$ cat src/rtl/ex_muldiv_sequencer_if.sv
// rtl/ex_muldiv_sequencer_if.sv - EX-stage request/result bundle for the mul/div sequencer
interface ex_muldiv_sequencer_if #(
    parameter int WIDTH = 32
);
    logic             ex_valid;
    logic             is_mul;
    logic             is_div;
    logic             is_mod;
    logic             flush;
    logic [WIDTH-1:0] operand_a;
    logic [WIDTH-1:0] operand_b;
    logic             stall_ex;
    logic             busy;
    logic             result_valid;
    logic [WIDTH-1:0] result;

    modport master (
        output ex_valid, is_mul, is_div, is_mod, flush, operand_a, operand_b,
        input  stall_ex, busy, result_valid, result
    );

    modport slave (
        input  ex_valid, is_mul, is_div, is_mod, flush, operand_a, operand_b,
        output stall_ex, busy, result_valid, result
    );
endinterface

$ cat src/rtl/ex_muldiv_sequencer.sv
// rtl/ex_muldiv_sequencer.sv - iterative shift-add multiply / restoring divide for the EX stage
module ex_muldiv_sequencer #(
    parameter int WIDTH = 32,
    parameter int CNT_W = 6
) (
    input  logic                  clk,
    input  logic                  rst_n,
    ex_muldiv_sequencer_if.slave  ex
);
    typedef enum logic [1:0] {IDLE, RUN, DONE} state_t;

    state_t           state, state_nxt;
    logic [CNT_W-1:0] cnt;
    logic             op_mul, op_div;
    // acc: product accumulator or partial remainder
    // opb: shifting multiplicand or divisor; opc: multiplier or dividend/quotient
    logic [WIDTH-1:0] acc, opb, opc;

    logic             start_req, sel_mul, sel_div, div_by_zero, last_iter;
    logic [WIDTH-1:0] mul_acc_nxt, rem_nxt, quo_nxt;
    logic [WIDTH:0]   rem_shift;
    logic             rem_ge;

    assign start_req   = ex.ex_valid & (ex.is_mul | ex.is_div | ex.is_mod) & ~ex.flush;
    assign sel_mul     = ex.is_mul;
    assign sel_div     = ~ex.is_mul & ex.is_div;
    assign div_by_zero = ~sel_mul & (ex.operand_b == '0);
    assign last_iter   = (cnt == CNT_W'(1));

    assign mul_acc_nxt = opc[0] ? acc + opb : acc;
    assign rem_shift   = {acc, opc[WIDTH-1]};
    assign rem_ge      = rem_shift >= {1'b0, opb};
    assign rem_nxt     = rem_ge ? WIDTH'(rem_shift - {1'b0, opb}) : rem_shift[WIDTH-1:0];
    assign quo_nxt     = {opc[WIDTH-2:0], rem_ge};

    assign ex.stall_ex = (((state == IDLE) & start_req) | (state == RUN)) & ~ex.flush;

    always_comb begin
        state_nxt = state;
        case (state)
            IDLE: if (start_req) state_nxt = div_by_zero ? DONE : RUN;
            RUN: begin
                if (ex.flush)      state_nxt = IDLE;
                else if (last_iter) state_nxt = DONE;
            end
            DONE:    state_nxt = IDLE;
            default: state_nxt = IDLE;
        endcase
    end

    always_ff @(posedge clk or negedge rst_n) begin
        if (!rst_n) state <= IDLE;
        else        state <= state_nxt;
    end

    always_ff @(posedge clk or negedge rst_n) begin
        if (!rst_n) begin
            cnt             <= '0;
            op_mul          <= 1'b0;
            op_div          <= 1'b0;
            acc             <= '0;
            opb             <= '0;
            opc             <= '0;
            ex.busy         <= 1'b0;
            ex.result_valid <= 1'b0;
            ex.result       <= '0;
        end else begin
            ex.result_valid <= 1'b0;
            ex.busy         <= (state_nxt == RUN);
            case (state)
                IDLE: begin
                    if (start_req) begin
                        op_mul <= sel_mul;
                        op_div <= sel_div;
                        acc    <= '0;
                        opb    <= sel_mul ? ex.operand_a : ex.operand_b;
                        opc    <= sel_mul ? ex.operand_b : ex.operand_a;
                        if (div_by_zero) begin
                            cnt             <= '0;
                            ex.result       <= sel_div ? '1 : ex.operand_a;
                            ex.result_valid <= 1'b1;
                        end else begin
                            cnt <= CNT_W'(WIDTH);
                        end
                    end
                end
                RUN: begin
                    if (ex.flush) begin
                        cnt <= '0;
                    end else begin
                        cnt <= cnt - CNT_W'(1);
                        if (op_mul) begin
                            acc <= mul_acc_nxt;
                            opb <= opb << 1;
                            opc <= opc >> 1;
                        end else begin
                            acc <= rem_nxt;
                            opc <= quo_nxt;
                        end
                        if (last_iter) begin
                            ex.result_valid <= 1'b1;
                            ex.result       <= op_mul ? mul_acc_nxt : (op_div ? quo_nxt : rem_nxt);
                        end
                    end
                end
                default: ;
            endcase
        end
    end
endmodule

$ cat src/flat_wrapper.sv
// flat-port wrapper written by rule: the top's interface ports become plain ports
module ex_muldiv_sequencer_flat 
#(
    parameter int WIDTH = 32,
    parameter int CNT_W = 6
)
  (clk, rst_n, ex_ex_valid, ex_is_mul, ex_is_div, ex_is_mod, ex_flush, ex_operand_a, ex_operand_b, ex_stall_ex, ex_busy, ex_result_valid, ex_result);
  ex_muldiv_sequencer_if #(.WIDTH(WIDTH)) ex_i ();
  input  logic clk;
  input  logic rst_n;
  input wire logic [$bits(ex_i.ex_valid)-1:0] ex_ex_valid;
  input wire logic [$bits(ex_i.is_mul)-1:0] ex_is_mul;
  input wire logic [$bits(ex_i.is_div)-1:0] ex_is_div;
  input wire logic [$bits(ex_i.is_mod)-1:0] ex_is_mod;
  input wire logic [$bits(ex_i.flush)-1:0] ex_flush;
  input wire logic [$bits(ex_i.operand_a)-1:0] ex_operand_a;
  input wire logic [$bits(ex_i.operand_b)-1:0] ex_operand_b;
  output wire logic [$bits(ex_i.stall_ex)-1:0] ex_stall_ex;
  output wire logic [$bits(ex_i.busy)-1:0] ex_busy;
  output wire logic [$bits(ex_i.result_valid)-1:0] ex_result_valid;
  output wire logic [$bits(ex_i.result)-1:0] ex_result;
  assign ex_i.ex_valid = ex_ex_valid;
  assign ex_i.is_mul = ex_is_mul;
  assign ex_i.is_div = ex_is_div;
  assign ex_i.is_mod = ex_is_mod;
  assign ex_i.flush = ex_flush;
  assign ex_i.operand_a = ex_operand_a;
  assign ex_i.operand_b = ex_operand_b;
  assign ex_stall_ex = ex_i.stall_ex;
  assign ex_busy = ex_i.busy;
  assign ex_result_valid = ex_i.result_valid;
  assign ex_result = ex_i.result;
  ex_muldiv_sequencer #(.WIDTH(WIDTH), .CNT_W(CNT_W)) u_core (.clk(clk), .rst_n(rst_n), .ex(ex_i));
endmodule
$ cat config.mk
export PLATFORM = sky130hd
export DESIGN_NAME = ex_muldiv_sequencer_flat
export DESIGN_NICKNAME = d
export VERILOG_FILES = /design/src/rtl/ex_muldiv_sequencer_if.sv /design/src/rtl/ex_muldiv_sequencer.sv /design/src/flat_wrapper.sv
export SDC_FILE = /design/constraint.sdc
export NUM_CORES = 1
export LEC_CHECK = 0
export CORE_MARGIN = 3
export CORE_UTILIZATION = 50
export DETAILED_ROUTE_END_ITERATION = 16
export PLACE_DENSITY = 0.84
export SYNTH_ARGS = -nofsm -noshare
export SYNTH_HDL_FRONTEND = slang
export SYNTH_SLANG_ARGS = --single-unit
$ cat constraint.sdc
create_clock -name clk -period 3.5 [get_ports clk]
set_input_delay 0.7 -clock clk [delete_from_list [all_inputs] [get_ports clk]]
set_output_delay 0.7 -clock clk [all_outputs]
set_load 0.02 [all_outputs]
==> results of run 1 <==
worst paths after layout:
check | end | slack (ps) | depth (start not counted)
max | u_core.acc[27]$_DFFE_PN0P_ | 40 | 12
min | u_core.opb[29]$_DFFE_PN0P_ | 260 | 1
max reg2reg | u_core.acc[27]$_DFFE_PN0P_ | 40 | 12
min reg2reg | u_core.opc[31]$_DFFE_PN0P_ | 500 | 2
max in group asynchronous | u_core.opb[8]$_DFFE_PN0P_ | 2350 | 2
min in group clk | u_core.opc[31]$_DFFE_PN0P_ | 500 | 2
cells by family after synthesis:
| family | after synthesis |
|---|---|
| xor gates and xnor gates | 55 |
| muxes | 147 |
| AOI/OAI and AO/OA | 526 |
| buffers and inverters | 156 |
| and+or+nand+nor | 459 |
| DFF | 140 |
| adders and majority gates | 67 |
synth_stat cells (4+ instances only):
cell | instances | share of area (%)
o2bb2ai_1 | 5 | 0.36
o221ai_1 | 10 | 0.72
mux2i_1 | 107 | 8.8
buf_1 | 12 | 0.37
or3_1 | 4 | 0.20
o211ai_1 | 16 | 0.98
a221o_1 | 9 | 0.74
a221oi_1 | 4 | 0.29
nand4_1 | 16 | 0.82
nor4_1 | 10 | 0.51
nor2b_1 | 6 | 0.31
nor3_1 | 15 | 0.61
dfrtp_1 | 140 | 29
xor2_1 | 24 | 1.7
o21bai_1 | 7 | 0.43
a211oi_1 | 9 | 0.55
a21oi_1 | 127 | 5.2
nand3b_1 | 4 | 0.25
a21boi_0 | 5 | 0.31
nand2b_1 | 16 | 0.82
nand2_1 | 204 | 6.3
and2_1 | 7 | 0.36
xnor2_1 | 31 | 2.2
o21ai_0 | 223 | 9.1
ha_1 | 65 | 6.7
a22oi_1 | 4 | 0.25
nand3_1 | 30 | 1.2
clkbuf_1 | 82 | 2.5
nor2_1 | 125 | 3.8
mux2_2 | 37 | 3.4
o21a_1 | 8 | 0.49
inv_1 | 54 | 1.7
a31oi_1 | 9 | 0.46
and3_1 | 8 | 0.41
o31a_1 | 7 | 0.50
a22o_1 | 17 | 1.2
a21o_1 | 29 | 1.8
stage by stage:
step	std cells	TNS (ps)
floorplan	1550	0
detailed placement	1960	-28.8
CTS	1992	-24.9
global placement	1960	0
finish	2002	0
global route	2002	-1450
registers in the layout (all words and copies together) (netlist names):
| signal | count |
|---|---|
| u_core.opc | 32 |
| u_core.ex.result_valid | 1 |
| u_core.op_mul | 1 |
| u_core.cnt | 6 |
| u_core.ex.result | 32 |
| u_core.ex.busy | 1 |
| u_core.acc | 32 |
| u_core.state | 2 |
| u_core.op_div | 1 |
| u_core.opb | 32 |
cells in the final DEF (no fill, tap or decap), drive strengths merged, types with 7 or more instances in the layout:
| cell | netlist | layout |
|---|---|---|
| ha | 65 | 65 |
| o21ai | 225 | 225 |
| a211oi | 9 | 9 |
| nor2b | 7 | 7 |
| o221ai | 10 | 10 |
| dfrtp | 140 | 140 |
| inv | 56 | 63 |
| nand2 | 204 | 204 |
| o21a | 8 | 8 |
| a221o | 9 | 9 |
| o21bai | 7 | 7 |
| a31oi | 9 | 9 |
| nand3 | 30 | 30 |
| xnor2 | 31 | 31 |
| mux2 | 40 | 40 |
| nor4 | 10 | 10 |
| nor3 | 16 | 16 |
| nand4 | 16 | 16 |
| nand2b | 16 | 16 |
| a22o | 17 | 17 |
| clkbuf | 82 | 19 |
| mux2i | 107 | 107 |
| o31a | 7 | 7 |
| and2 | 8 | 8 |
| a21oi | 128 | 128 |
| o211ai | 17 | 17 |
| a21o | 29 | 29 |
| buf | 17 | 96 |
| nor2 | 125 | 125 |
| and3 | 8 | 8 |
| clkdlybuf4s50 | 0 | 103 |
| xor2 | 24 | 24 |
timing repair:
| action | CTS | global route |
|---|---|---|
| gates cloned | 0 | 1 |
| setup endpoints to repair | 2 | 25 |
| hold buffers | 0 | 0 |
| resized for setup | 2 | 23 |
| buffers inserted | 0 | 9 |
| hold endpoints to repair | 0 | 0 |
| pin swaps | 0 | 9 |
layer usage:
layer | vias to the layer above | global-route usage, % | routed length (µm)
met5 | - | 0 | 0
li1 | 5846 | - | -
met4 | 0 | 12.1 | 1730
met2 | 1002 | 47.3 | 18500
met3 | 143 | 9.31 | 6110
met1 | 6079 | 45.2 | 17500
area by class of cell:
cell class / instances / area, µm²
multi-input combinational: 1254 / 8230
timing repair buffer: 200 / 1840
inverter: 57 / 214
clock inverter: 14 / 150
clock buffer: 18 / 429
sequential: 140 / 3510
fill: 1935 / 8980
tap: 319 / 399
power groups by stage:
stage / sequential [mW] / clock [mW] / combinational [mW]
after floorplan: 3.10 / 0 / 7.31
after global placement: 3.25 / 0 / 10.7
after detailed placement: 3.27 / 0 / 11.0
after CTS: 3.25 / 1.83 / 11.1
after global routing: 3.39 / 1.90 / 12.8
final: 3.34 / 1.84 / 11.9
==> impl_results.md, run 1 <==
- Status: completed
- Crit end category: flop
- Clk_lat worst skew: 430 ps
- HPWL after DPL: 31,900 µm
- Max-slew violation count: 0
- Via-to-Cell Ratio: 6.53
- CP Max Fanout: 8
- Crit-path max cell delay: 470 ps
- Synthesized flop and latch total: 140
- Tcrit/Tclk final: 98.8%
- Final setup viols: 0
- Worst Path Arrival: 3770 ps
- Clk slew on worst S/H paths: 70 ps
- H-tree levels: 4
- Global-route wire length before repair: 67,600 µm
- Fmax: 0.289 GHz
- CP Launch Type: flop
- Pwr Total: 17.1 mW
- Global-route usage over all layers: 32.3%
- Layout cells sized above 1: 12.3%
- Switching Power: 8.77 mW
- Crit path cell chain: ha_1, a2111oi_1, o21ai_0, nand4_1, a21oi_1, o21ai_0, buf_4, o221ai_1, xor2_1, mux2i_1, a21oi_1, a22o_1
- FF-to-FF Start: u_core.acc[8]$_DFFE_PN0P_
- CTS Buf Count: 17
- Post-Synth Adder-Cell Area: 6.98%
- Static Leakage: 6.69 nW
- Root buffer cell: clkbuf_16
- Ys flop type: dfrtp_1
- Hold_ws: 255 ps
- Minimum clock period: 3460 ps
- Pwr Density: 1160 mW/mm²
- Final core occ: 62.2%
- Post-route ant nets: 0
- DRT iter0 DRCs: 1,767
- Routed wire length: 43,900 µm
- Syn Inst Count: 1,550
- Slew margin rel.: 27.2%
- Worst path required time: 3810 ps
- Initial antenna violation count: 0
- Starting Density: 51.4%
- Design area: 0.0148 mm²
- # DRC: 0
- TritonCTS clock tree: yes
- Post-Synth Simple-Gate Area: 16.6%
- Synthesized area: 0.0122 mm²
- Worst-Margin Slew: 1090 ps
- DIE AREA: 0.0263 mm²
- Syn nets: 1,688
- Clock Sinks: 140
- Post-synth EDFFs: 0
- Vias in the first global route: 12,366
- Routed vias: 13,070
- Clock Skew: 11.7 ps
- Worst path top cell family by delay: compound AO/OA/AOI/OAI gates
- ANT cells: 0
- Chip Width: 162 µm
- Die height: 162 µm
- GP Congestion: 1.08
- Global route total overflow: 0
- Synth Area in XOR/XNOR: 3.94%
- Row count: 56
- Drt wl/cell: 21.9 µm
- RSZ-0062 raised after global routing: true
- Slowest CP cell: dfrtp_1
- Switching share of power: 51.2%
- Syn Area/Cell: 7.88 µm²
- IR Drop Worst-Case VDD: 516 µV
- Ports: 106
- Post-synth ARST share: 100%
- Synth-to-Final Area Change: 20.9%
- Final hold violations: 0
- PortBufs: 105
- Clock share of power: 10.7%
- Crit path from: u_core.acc[8]$_DFFE_PN0P_
- Max Root-Sink Buffers: 2
- Int Pwr: 8.35 mW
- CP Class: reg2reg
- Register share of total power: 19.5%
- Power share of the combinational group: 69.8%
- Placed cell areas: 0.0140 mm²
- Hold Path Class: in2async
- Pin count of the biggest net entering global routing: 94
- Core Area: 0.0238 mm²
- Synth Area in Compound Gates: 26.3%
- Maxcap violations: 0
- Post-synthesis mux area share: 12.5%
- Seq/Total Area, Yosys: 28.7%
- Worst Path Buf+Inv: 1
- Final worst setup slack: 40.3 ps
- Final Net Count: 1,808
- Largest family of logic cells by synthesized area: compound AO/OA/AOI/OAI gates
- Unique masters post-synth: 76
- Post-Place Setup Slack: -28.8 ps
- Synth Warn #: 0
- Drt pass-1 iters: 9
(Power assumes the default switching activity.)
==> inputs of run 2 (changes only) <==
Settings changed: GPL_TIMING_DRIVEN set to 1, PLACE_DENSITY 0.84 to 0.82.
Clock period 3.5 ns to 3.22 ns, I/O delays scaled along.
==> impl_results.md, run 2 (synthesized netlist as in run 1, its figures left out) <==
- Core Area: 0.0238 mm²
- Routed vias: 13,550
- Global-route wire length before repair: 72,000 µm
- # DRC: 0
- Via-to-Cell Ratio: 6.48
- Ports: 106
- Clk slew on worst S/H paths: 70 ps
- RSZ-0062 raised after global routing: true
- DIE AREA: 0.0263 mm²
- Clk_lat worst skew: 430 ps
- Routed wire length: 47,000 µm
- Global-route usage over all layers: 34.6%
- DRT iter0 DRCs: 1,746
- HPWL after DPL: 33,700 µm
- Row count: 56
- Reg-to-reg endpoint: u_core.ex.result[21]$_DFFE_PN0P_
- IR Drop Worst-Case VDD: 569 µV
- Slew margin rel.: 25.5%
- Post-route ant nets: 0
- Drt pass-1 iters: 6
- Placed cell areas: 0.0146 mm²
- Int Pwr: 10.5 mW
- Most frequent cells in the layout: o21ai_0, nand2_1, buf_4
- Initial antenna violation count: 1
- Worst Path Buf+Inv: 4
- Hold Path Class: in2async
- Most frequent CP cell: buf_4
- Root buffer cell: clkbuf_16
- Slowest CP cell: dfrtp_1
- Worst path top cell family by delay: compound AO/OA/AOI/OAI gates
- Clock share of power: 9.4%
- Chip Width: 162 µm
- Crit-path max cell delay: 450 ps
- Worst Path Arrival: 3560 ps
- Worst path required time: 3540 ps
- Starting Density: 51.4%
- Minimum clock period: 3240 ps
- Switching Power: 10.6 mW
- CP Launch Type: flop
- Design area: 0.0159 mm²
- Failing checks: negative setup slack
- Clock Sinks: 140
- Die height: 162 µm
- Cts hold-fix bufs: 0
- Status: finished with violations
- PortBufs: 105
- Final worst setup slack: -24.3 ps
- Fmax: 0.308 GHz
- Most common cell after layout, fill and taps aside: o21ai_0
- Maxcap violations: 0
- Final hold violations: 0
- Final std cells w/o fill: 2,091
- Crit end category: flop
- Max-slew violation count: 0
- Synth-to-Final Area Change: 29.7%
- Power share of the combinational group: 73.8%
- Worst r2r path cells: 14
- GP Congestion: 1.02
- Pin count of the biggest net entering global routing: 75
- Static Leakage: 7.18 nW
- Worst-Margin Slew: 1120 ps
- Final Net Count: 1,897
- Drt wl/cell: 22.5 µm
- Reg2Reg Setup Slack: -20 ps
- CP Max Fanout: 10
- Crit path cell chain: inv_1, ha_4, nand3_1, buf_4, or3b_1, o22a_1, a21oi_2, or3_4, bufbuf_16, nand2_2, o21ai_1, buf_4, o21ai_0, a221o_1
- Tcrit/Tclk final: 101%
- Switching share of power: 50.2%
- Post-Place Setup Slack: -259 ps
- TritonCTS clock tree: yes
- Register share of total power: 16.8%
- Global route total overflow: 0
- Final setup viols: 4
- CTS Buf Count: 17
- Layout cells sized above 1: 20.3%
- Max Root-Sink Buffers: 2
- Vias in the first global route: 12,600
- CP Class: reg2reg
- H-tree levels: 4
- Pwr Density: 1340 mW/mm²
- ANT cells: 0
- FF-to-FF Start: u_core.opb[7]$_DFFE_PN0P_
- Inst Count DP: 2,043
- Clock Skew: 13.5 ps
## run 2: what timing repair did
action	4_1_cts	5_1_grt
buffers inserted	8	6
cloned	1	2
resized for setup	12	101
setup endpoints to repair	19	56
pin swaps	9	36
## run 2: power by group through the flow
| stage | clock network (mW) | registers, mW | logic [mW] |
|---|---|---|---|
| after global placement | 0 | 3.43 | 13.0 |
| after detailed placement | 0 | 3.46 | 13.3 |
| after CTS | 1.98 | 3.45 | 13.8 |
| after floorplan | 0 | 3.37 | 7.98 |
| after global routing | 2.06 | 3.61 | 16.6 |
| final | 1.99 | 3.55 | 15.6 |
## run 2: worst max-delay path by stage
stage / to / startpoint / depth (start not counted)
floorplan: u_core.ex.result[26]$_DFFE_PN0P_ / u_core.opc[31]$_DFFE_PN0P_ / 13
global placement: u_core.ex.result[31]$_DFFE_PN0P_ / ex_operand_b[0] / 12
CTS: u_core.ex.result[16]$_DFFE_PN0P_ / u_core.acc[0]$_DFFE_PN0P_ / 12
detailed placement: u_core.ex.result[31]$_DFFE_PN0P_ / ex_operand_b[1] / 12
global route: u_core.ex.result[27]$_DFFE_PN0P_ / u_core.opb[10]$_DFFE_PN0P_ / 14
finish: u_core.ex.result[21]$_DFFE_PN0P_ / u_core.opb[7]$_DFFE_PN0P_ / 14
## run 2: worst reg2reg max path, stage by stage, from the launching register on
cell	delay [ps]
dfrtp_1	450
inv_1	120
ha_4	300
nand3_1	110
buf_4	180
or3b_1	350
o22a_1	240
a21oi_2	160
or3_4	190
bufbuf_16	310
nand2_2	100
o21ai_1	100
buf_4	130
o21ai_0	70
a221o_1	340
## run 2: cell type report
class | instances | area, µm²
clock inverters | 14 | 145
multi-input cells | 1254 | 8610
fillers | 1865 | 7900
flip-flops and latches | 140 | 3510
inverters | 57 | 214
clock buffers | 18 | 439
well taps | 319 | 399
repair buffers | 289 | 2530
## run 2: metrics by stage
stage	utilization [%]	power (mW)	setup TNS (ps)	hold slack, ps
2_1_floorplan	-	11.4	0	348
4_1_cts	64.7	19.2	0	242
5_1_grt	66.7	22.3	-1260	256
3_5_place_dp	61.5	16.7	-3980	496
6_report	66.7	21.2	-43.9	203
3_3_place_gp	61.5	16.4	-2820	488
## run 2: metal layers
layer  global-route usage (%)  wire length, µm  vias to the layer above
li1                         -                -                     6023
met1                     50.4            19300                     6406
met2                     50.6            20100                      994
met3                     9.00             6080                      125
met4                     10.2             1500                        2
met5                        0               13                        -
==> inputs of run 3 (changes only) <==
Settings changed: CORE_MARGIN 3 to 2, PLACE_DENSITY 0.82 to not set, PLACE_DENSITY_LB_ADDON set to 0.05.
==> impl_results.md, run 3 (synthesized netlist as in run 1, its figures left out) <==
- Status: completed
- HPWL after DPL: 35,000 µm
- Most frequent cells in the layout: buf_4, o21ai_0, nand2_1
- Max-slew violation count: 0
- Pin count of the biggest net entering global routing: 75
- Global-route wire length before repair: 70,600 µm
- Routed wire length: 46,700 µm
- Crit path cell chain: inv_2, ha_4, inv_2, fa_2, a21o_1, a221oi_4, o311a_4, o211ai_4, a41oi_4, nor2b_2, o311a_1, o31a_1, a221o_1
- Pwr Density: 1300 mW/mm²
- Post-route ant nets: 0
- Fmax: 0.313 GHz
- CP Class: reg2reg
- Worst-Margin Slew: 741 ps
- Static Leakage: 7.41 nW
- Final Net Count: 1,941
- Most common cell after layout, fill and taps aside: buf_4
- Placed cell areas: 0.0150 mm²
- Crit-path max cell delay: 390 ps
- Clock Skew: 20.5 ps
- Row count: 57
- Minimum clock period: 3200 ps
- IR Drop Worst-Case VDD: 884 µV
- Clk_lat worst skew: 450 ps
- Tcrit/Tclk final: 99.4%
- Global route total overflow: 0
- Most frequent CP cell: inv_2
- Clock Sinks: 140
- # DRC: 0
- Starting Density: 50.5%
- Pwr Total: 21.0 mW
- Design area: 0.0162 mm²
- TritonCTS clock tree: yes
- H-tree levels: 4
- Via-to-Cell Ratio: 6.16
- Final setup viols: 0
- GP Congestion: 1.06
- PortBufs: 105
- Die height: 160 µm
- Drt wl/cell: 21.8 µm
- Synth-to-Final Area Change: 32.3%
- Root buffer cell: clkbuf_16
- CP Max Fanout: 3
- CTS Buf Count: 17
- Cts hold-fix bufs: 0
- WP depth: 13
- Maxcap violations: 0
- Chip Width: 160 µm
- Worst path top cell family by delay: compound AO/OA/AOI/OAI gates
- Worst r2r path cells: 13
- Vias in the first global route: 12,220
- Worst Path Buf+Inv: 2
- Clk slew on worst S/H paths: 70 ps
- Crit end category: flop
- Layout cells sized above 1: 21.7%
- RSZ-0062 raised after global routing: true
- Worst path required time: 3550 ps
- Hold Path Class: in2async
- Drt pass-1 iters: 6
- Worst Path Arrival: 3530 ps
- CP Launch Type: flop
- Initial antenna violation count: 0
- Final hold violations: 0
- Global-route usage over all layers: 35.6%
- DRT iter0 DRCs: 1,580
- Routed vias: 13,186
- DIE AREA: 0.0257 mm²
- Ports: 106
- Slew margin rel.: 50.2%
- Max Root-Sink Buffers: 2
- Slowest CP cell: dfrtp_1
- Core Area: 0.0242 mm²
## run 3: layout make-up
| cell class | instances | area, µm² |
|---|---|---|
| clock inverters | 14 | 148 |
| inverters | 57 | 214 |
| well taps | 324 | 405 |
| clock buffers | 18 | 439 |
| flip-flops and latches | 140 | 3510 |
| multi-input cells | 1254 | 8590 |
| repair buffers | 333 | 2850 |
| diodes | 1 | 2.50 |
| fillers | 2033 | 8020 |
## run 3: metrics by stage
stage / hold WS (ps) / setup TNS [ps] / instances / util [%] / worst slack, ps
global placement: 487 / -4130 / 2096 / 62.0 / -219
floorplan: 348 / 0 / 1550 / - / 52.5
CTS: 103 / -105 / 2130 / 64.8 / -56.7
finish: 92.9 / 0 / 2141 / 66.8 / 20.0
detailed placement: 480 / -4030 / 2096 / 62.0 / -221
global route: 118 / -404 / 2140 / 66.8 / -64.6
## run 3: report_power, final
group | leakage [nW] | switching [mW] | internal, mW
registers | 1.78 | 0.838 | 2.54
clock network | 0.290 | 0.963 | 1.06
logic | 5.34 | 8.60 | 7.00
## run 3: routing by layer
layer	track usage [%]	vias up	wire, µm
met3	8.57	72	5760
li1	-	6119	-
met5	0	-	0
met4	7.90	0	831
met1	54.8	6234	20900
met2	50.2	761	19100
## run 3: final timing paths
path / start / endpoint / slack [ps]
min in group clk: ex_is_mul / u_core.op_mul$_DFFE_PN0P_ / 480
worst max-delay path: u_core.opc[31]$_DFFE_PN0P_ / u_core.ex.result[26]$_DFFE_PN0P_ / 20
worst max register to register: u_core.opc[31]$_DFFE_PN0P_ / u_core.ex.result[26]$_DFFE_PN0P_ / 20
worst min register to register: u_core.ex.result[20]$_DFFE_PN0P_ / u_core.ex.result[20]$_DFFE_PN0P_ / 500
max in group asynchronous: rst_n / u_core.acc[25]$_DFFE_PN0P_ / 2350
worst min-delay path: rst_n / u_core.ex.result_valid$_DFF_PN0_ / 90
## run 3: what timing repair did
action	CTS	global route
setup endpoints to repair	33	58
resized for setup	22	87
pin swaps	7	39
buffers inserted	3	12
